==> config.mk <==
export PLATFORM = sky130hd
export DESIGN_NAME = button_debounce
export DESIGN_NICKNAME = d
export VERILOG_FILES = /design/src/rtl/button_debounce.sv
export SDC_FILE = /design/constraint.sdc
export NUM_CORES = 1
export LEC_CHECK = 0
export ABC_CLOCK_PERIOD_IN_PS = 3800
export CORE_ASPECT_RATIO = 1.25
export CORE_MARGIN = 4
export CORE_UTILIZATION = 60
export CTS_BUF_LIST = sky130_fd_sc_hd__clkbuf_16
export CTS_CLUSTER_DIAMETER = 60
export DETAILED_ROUTE_END_ITERATION = 7
export GPL_TIMING_DRIVEN = 0
export PLACE_DENSITY = 0.83
export SKIP_CTS_REPAIR_TIMING = 1
export SYNTH_ARGS = -nofsm -noshare
export SYNTH_HDL_FRONTEND = slang
export SYNTH_SLANG_ARGS = --single-unit
export TNS_END_PERCENT = 20
==> constraint.sdc <==
create_clock -name clk -period 3.8 [get_ports clk]
set_input_delay 0.76 -clock clk [delete_from_list [all_inputs] [get_ports clk]]
set_output_delay 0.76 -clock clk [all_outputs]
set_load 0.1 [all_outputs]
==> src/rtl/button_debounce.sv <==
// button_debounce
// Turns the raw push-button pad into clean, clk-synchronous control signals:
// a debounced level, one-cycle press/release strobes, a press-toggled latch
// suitable for driving an LED directly, and a busy flag while a candidate
// change is being qualified.
//
// The pad is first brought into the clk domain by a two-flop synchroniser.
// A four-state machine then qualifies every change. The synchronised sample
// must disagree with the current debounced level on DEBOUNCE_CYCLES
// consecutive edges before that level is allowed to flip.
module button_debounce #(
  parameter int DEBOUNCE_CYCLES = 240000,
  parameter int CNT_WIDTH       = 18,
  parameter bit ACTIVE_LOW      = 1'b1
) (
  input  logic clk,
  input  logic rst,
  input  logic button,
  output logic pressed,
  output logic press_pulse,
  output logic release_pulse,
  output logic toggle,
  output logic busy
);

  // Terminal count. When the counter holds this value and the sample still
  // disagrees, the debounced level flips on that edge.
  localparam logic [CNT_WIDTH-1:0] CNT_LAST = CNT_WIDTH'(DEBOUNCE_CYCLES - 1);

  // RELEASED / HELD are the two settled levels.
  // QUAL_PRESS / QUAL_RELEASE are counting a candidate change.
  typedef enum logic [1:0] {
    RELEASED     = 2'd0,
    QUAL_PRESS   = 2'd1,
    HELD         = 2'd2,
    QUAL_RELEASE = 2'd3
  } state_t;

  // Pad level normalised so that 1 always means "pressed".
  logic raw;

  // sync_reg[0] is the only flop that looks at the asynchronous pad.
  // sync_reg[1] is the first stage safe to use in logic.
  logic [1:0] sync_reg;
  logic       sample;

  state_t               state_reg;
  logic [CNT_WIDTH-1:0] cnt_reg;
  logic                 pressed_reg;
  logic                 press_pulse_reg;
  logic                 release_pulse_reg;
  logic                 toggle_reg;
  logic                 busy_reg;

  assign raw    = button ^ ACTIVE_LOW;
  assign sample = sync_reg[1];

  // Two-flop synchroniser. It resets to the released level so that a button
  // held through reset is qualified again as a fresh press.
  always_ff @(posedge clk) begin
    if (rst) begin
      sync_reg <= 2'b00;
    end else begin
      sync_reg <= {sync_reg[0], raw};
    end
  end

  // Qualification FSM with counter. All outputs are registered, and the
  // strobes and toggle update on the same edge that the level flips.
  always_ff @(posedge clk) begin
    if (rst) begin
      state_reg         <= RELEASED;
      cnt_reg           <= '0;
      pressed_reg       <= 1'b0;
      press_pulse_reg   <= 1'b0;
      release_pulse_reg <= 1'b0;
      toggle_reg        <= 1'b0;
      busy_reg          <= 1'b0;
    end else begin
      // Strobes default low; they are raised only on the flip edge.
      press_pulse_reg   <= 1'b0;
      release_pulse_reg <= 1'b0;

      case (state_reg)
        RELEASED: begin
          if (sample) begin
            // First disagreeing sample: the count goes 0 -> 1.
            state_reg <= QUAL_PRESS;
            cnt_reg   <= CNT_WIDTH'(1);
            busy_reg  <= 1'b1;
          end else begin
            cnt_reg  <= '0;
            busy_reg <= 1'b0;
          end
        end

        QUAL_PRESS: begin
          if (!sample) begin
            // A bounce back to the settled level abandons the candidate.
            state_reg <= RELEASED;
            cnt_reg   <= '0;
            busy_reg  <= 1'b0;
          end else if (cnt_reg == CNT_LAST) begin
            state_reg       <= HELD;
            cnt_reg         <= '0;
            busy_reg        <= 1'b0;
            pressed_reg     <= 1'b1;
            press_pulse_reg <= 1'b1;
            toggle_reg      <= ~toggle_reg;
          end else begin
            cnt_reg  <= cnt_reg + CNT_WIDTH'(1);
            busy_reg <= 1'b1;
          end
        end

        HELD: begin
          if (!sample) begin
            state_reg <= QUAL_RELEASE;
            cnt_reg   <= CNT_WIDTH'(1);
            busy_reg  <= 1'b1;
          end else begin
            cnt_reg  <= '0;
            busy_reg <= 1'b0;
          end
        end

        QUAL_RELEASE: begin
          if (sample) begin
            state_reg <= HELD;
            cnt_reg   <= '0;
            busy_reg  <= 1'b0;
          end else if (cnt_reg == CNT_LAST) begin
            // toggle is left alone: it only follows presses.
            state_reg         <= RELEASED;
            cnt_reg           <= '0;
            busy_reg          <= 1'b0;
            pressed_reg       <= 1'b0;
            release_pulse_reg <= 1'b1;
          end else begin
            cnt_reg  <= cnt_reg + CNT_WIDTH'(1);
            busy_reg <= 1'b1;
          end
        end

        default: begin
          state_reg <= RELEASED;
          cnt_reg   <= '0;
          busy_reg  <= 1'b0;
        end
      endcase
    end
  end

  assign pressed       = pressed_reg;
  assign press_pulse   = press_pulse_reg;
  assign release_pulse = release_pulse_reg;
  assign toggle        = toggle_reg;
  assign busy          = busy_reg;

endmodule
# Word-level counts from Yosys, hierarchy flattened
# Index checks and enable logic that the tools add are counted.
classes:
  n_lt_le_gt_ge: 0
  bitwise: 5
  n_mul: 0
  div_mod_pow: 0
  reduce_logical: 7
  muxes: 25
  add_sub_neg: 1
  eq_ne: 12
  n_shift: 0
ops:
  columns: ["op", "count"]
  rows:
  - ["one-hot mux 18 bit (4 select lines)", 1]
  - ["2-to-1 mux 18 bit", 3]
  - ["adder 18 x 1 -> 18 bit (second input constant)", 1]
  - ["== test 18 bit (second input constant)", 1]
  - ["2-to-1 mux 1 bit", 12]
  - ["2-to-1 mux 2 bit", 6]
  - ["inequality test 2 bit (second input constant)", 6]
  - ["one-hot mux 2 bit (4 select lines)", 1]
  - ["inequality test 3 bit (second input constant)", 2]
  - ["OR reduction 3 bit", 2]
  - ["NOT 1 bit", 5]
  - ["AND reduction 5 bit", 1]
  - ["== test 2 bit (second input constant)", 2]
  - ["one-hot mux 1 bit (4 select lines)", 1]
  - ["AND reduction 4 bit", 1]
  - ["AND reduction 3 bit", 1]
  - ["== test 2 x 1 -> 1 bit (second input constant)", 1]
  - ["zero test 2 bit", 1]
  - ["one-hot mux 1 bit (2 select lines)", 1]
  - ["nonzero test 2 bit", 1]
totals:
  rom_bits: 0
  reg_bits: 27
  latch_bits: 0
  mem_count: 0
  input_bits: 3
  ramBits: 0

# Longest topological paths before layout
logic_depth:
  ltp_word: 4
  mapped_depth: 7
  mapped_depth_nobuf: 5

# Worst setup path before layout
# OpenSTA, ideal clock, no wires.
synth_path:
  kind: "register -> output"
  start: "reg toggle_reg, in the netlist toggle"
  end: "out toggle"
  stages_incl_launch_ff: 1
  setup_slack_ns: 2.106
  arrival_time_ns: 0.934
  path_cell_list: "dfxtp_1"
synth_lines:
  columns: ["item", "line", "text"]
  rows:
  - ["start: declaration", "52", "logic toggle_reg;"]
  - ["start signal: assignment", "109", "toggle_reg <= ~toggle_reg;"]
  - ["end: declaration", "22", "output logic toggle,"]
# No word-level cell between the ends.

# Worst setup path after layout
layout_path:
  start: "reg toggle_reg, in the netlist toggle"
  end: "out toggle"
# No word-level cell between the ends.

==> summary.txt <==
Outcome
  – Status: complete, no violations

Synthesis
  – Asr flop ratio synth: 0%
  – Yosys Warn Count: 0
  – Predominant post-synthesis flop cell: dfxtp_1
  – Post-Syn Area: 1182 sq um
  – Register bit total from synthesis: 27
  – Mapped Cells: 131
  – Post-synth top area share: 45.71%
  – Adder-cell share of the synthesized area: 1.058%
  – Distinct cells, synth: 34
  – Count leader, synth: dfxtp_1
  – Top cells by area, synth: dfxtp_1 (46%), xnor2_1 (5.9%), nor2_1 (5.1%), nand4_1 (3.7%), a21oi_1 (3.0%)
  – Synth area leader: dfxtp_1
  – Seq/Total Area, Yosys: 45.71%
  – Simple-gate share of the synthesized area: 32.17%
  – Top cells by count, synth: dfxtp_1 (27), nor2_1 (16), xnor2_1 (8)
  – Syn Nets: 135
  – Post-synth EDFFs: 0
  – Syn Area/Cell: 9.026 sq um
  – Synth Area in Compound Gates: 9.735%
  – Largest family of logic cells by synthesized area: simple AND/OR/NAND/NOR gates
  – Post-Synth XOR/XNOR Area: 8.889%
  – Mux cell area share after synthesis: 0%

Worst hold path
  – Worst min path class: reg2reg
  – Hold Crit Depth: 1
  – Hold path start: sync_reg[0]$_SDFF_PP0_

Setup path
  – WP data arrival: 1730 ps
  – Reg2reg start: cnt_reg[0]$_SDFF_PP0_
  – Crit Path Class: reg2out
  – Critical path launch point type: flip-flop
  – Cell depth of the worst setup path: 1
  – Crit end category: output port
  – CP bufs+invs: 1
  – CP max FO: 3
  – Crit. Startpoint: toggle$_SDFFE_PP0P_
  – Worst r2r path cells: 7
  – R2R setup slack: 1740 ps
  – CP required: 3040 ps
  – Family with the most delay on the worst path: buffers and inverters
  – Max incr delay on CP: 1130 ps
  – CP Cell Sequence: clkdlybuf4s50_1
  – Slowest CP cell: clkdlybuf4s50_1

Pwr
  – Register share of total power: 53.8%
  – Static leakage: 0.4104 nW
  – Switching Share: 19.31%
  – Peak supply drop: 258.0 uV
  – Pint: 431.7 uW
  – Pwr Density: 397.7 nW/um^2
  – Switching power: 103.3 uW
  – Part of the power in the clock network: 42.8%
  – Tot Pwr: 535.0 uW
  – Logic gate share of total power: 3.4%

Route
  – Via count: 971
  – Vias per cell: 6.069
  – Final ANT Viol Nets: 0
  – Starting DRT DRC Count: 27
  – Initial DRT Pass Iterations: 4
  – Detailed Route WL: 2187 microns
  – DR DRC count: 0
  – Routed wire per std cell: 13.67 microns

Clock network
  – Root Buffer: clkbuf_16
  – CTS clk-pin slew, worst paths: 60 ps
  – Worst-Skew Late Latency: 260 ps
  – CTS tree: done
  – Clock H-tree levels: 1
  – CTS Buf Count: 3
  – Clock Tree Buf Depth: 2
  – TritonCTS Sinks: 27

Layout
  – Seq. cell area: 540.5 sq um
  – Largest register FFs: 18
  – Core Util, Final: 73.53%
  – Fraction of layout cells with a size suffix above 1: 7.092%
  – Filler cells: 130
  – Layout area overhead: 13.76%
  – Layout Nets: 146
  – Ant diodes: 0
  – Cell area after layout: 1345 sq um
  – Area of the multi-input gates: 613.1 sq um

Floorplan
  – Die ar.: 2749 sq um
  – Starting density of the core: 64.64%
  – Num rows: 17
  – Core box area: 1829 sq um
  – Die height: 57.63 microns
  – DIE WIDTH: 47.71 microns
  – Ports: 8

GRT
  – Number of antenna violations at the first check in global routing: 0
  – Global-route wire length before repair: 3891 microns
  – Largest net degree at the start of global routing: 15
  – Total gr overflow: 0
  – GRT Resource Usage Total: 19.12%
  – Vias in the first global route: 967

Job
  – Maxcap violations: 0

STA
  – RSZ-0062 raised after global routing: no
  – Post-route setup slack: 1306 ps
  – Achievable clock frequency: 400.9 MHz
  – Worst slew pin tran: 962.9 ps
  – Final Hold Fails: 0
  – Worst Skew: 3.223 ps
  – Period utilization: 65.64%
  – Crit path time final: 2494 ps
  – Final Max Tran Viols: 0
  – Final setup viols: 0
  – Normalized max-slew margin: 35.60%
  – Setup_tns: 0 ps

Placed design
  – Pre-CTS setup slack: 1577 ps
  – Placed Area: 1266 sq um
  – Hpwl dp: 1609 microns
  – GPL Wtd Cong: 0.8698
  – IO Port Bufs: 6
power groups by stage:
| stage | sequential [mW] | combinational (mW) | clock (mW) |
|---|---|---|---|
| 2_1_floorplan | 0.303 | 0.00461 | 0 |
| 3_3_place_gp | 0.294 | 0.0181 | 0 |
| 3_5_place_dp | 0.294 | 0.0182 | 0 |
| 4_1_cts | 0.288 | 0.0183 | 0.234 |
| 5_1_grt | 0.288 | 0.0196 | 0.248 |
| 6_report | 0.288 | 0.0182 | 0.229 |
logic make-up (layout without fill, tap and decap cells):
group | Yosys count | after routing
buffers and inverters | 7 | 17
AO/OA/AOI/OAI | 19 | 19
adder cells (fa/ha/maj) | 1 | 1
XOR/XNOR | 12 | 12
flip-flops | 27 | 27
AND/OR/NAND/NOR | 65 | 65
placed cells by master, fill, tap and decap left out, types with 2 or more instances in the layout:
master / n
dfxtp_1: 27
nor2_1: 16
xnor2_1: 8
nand4_1: 7
a21oi_1: 7
nand3_1: 7
o21ai_0: 6
clkdlybuf4s50_1: 6
nand2_1: 5
inv_1: 4
and2_1: 4
or3_1: 4
xor2_1: 4
nand2b_1: 3
nor3_1: 3
nor4_1: 3
clkbuf_16: 3
clkbuf_1: 2
nor2b_1: 2
and4b_1: 2
and4_1: 2
buf_2: 2
layer usage:
metal	GRT usage [%]	vias to the layer above	share of wire (%)
met1	21.04	457	42
met2	33.08	19	52
met3	2.795	7	3.5
li1	-	488	-
met4	10.38	0	2.2
met5	0	-	0
worst paths after layout:
check,to
max,toggle
min,sync_reg[1]$_SDFF_PP0_
max reg2reg,cnt_reg[14]$_SDFF_PP0_
min reg2reg,sync_reg[1]$_SDFF_PP0_
per-stage QoR:
step	std cells	hold slack, ps
finish	160	458.3
global route	160	482.1
CTS	160	463.4
detailed placement	156	447.6
global placement	156	431.4
floorplan	131	413.8
final cells by class:
type	count	share of cell area (%)
Multi-Input combinational cell	97	45.58
Sequential cell	27	40.19
Clock buffer	3	5.581
Timing Repair Buffer	6	4.465
Tap cell	19	1.767
Buffer	4	1.302
Inverter	3	0.8372
Clock inverter	1	0.2791
Power figures use the tool's default switching activity.
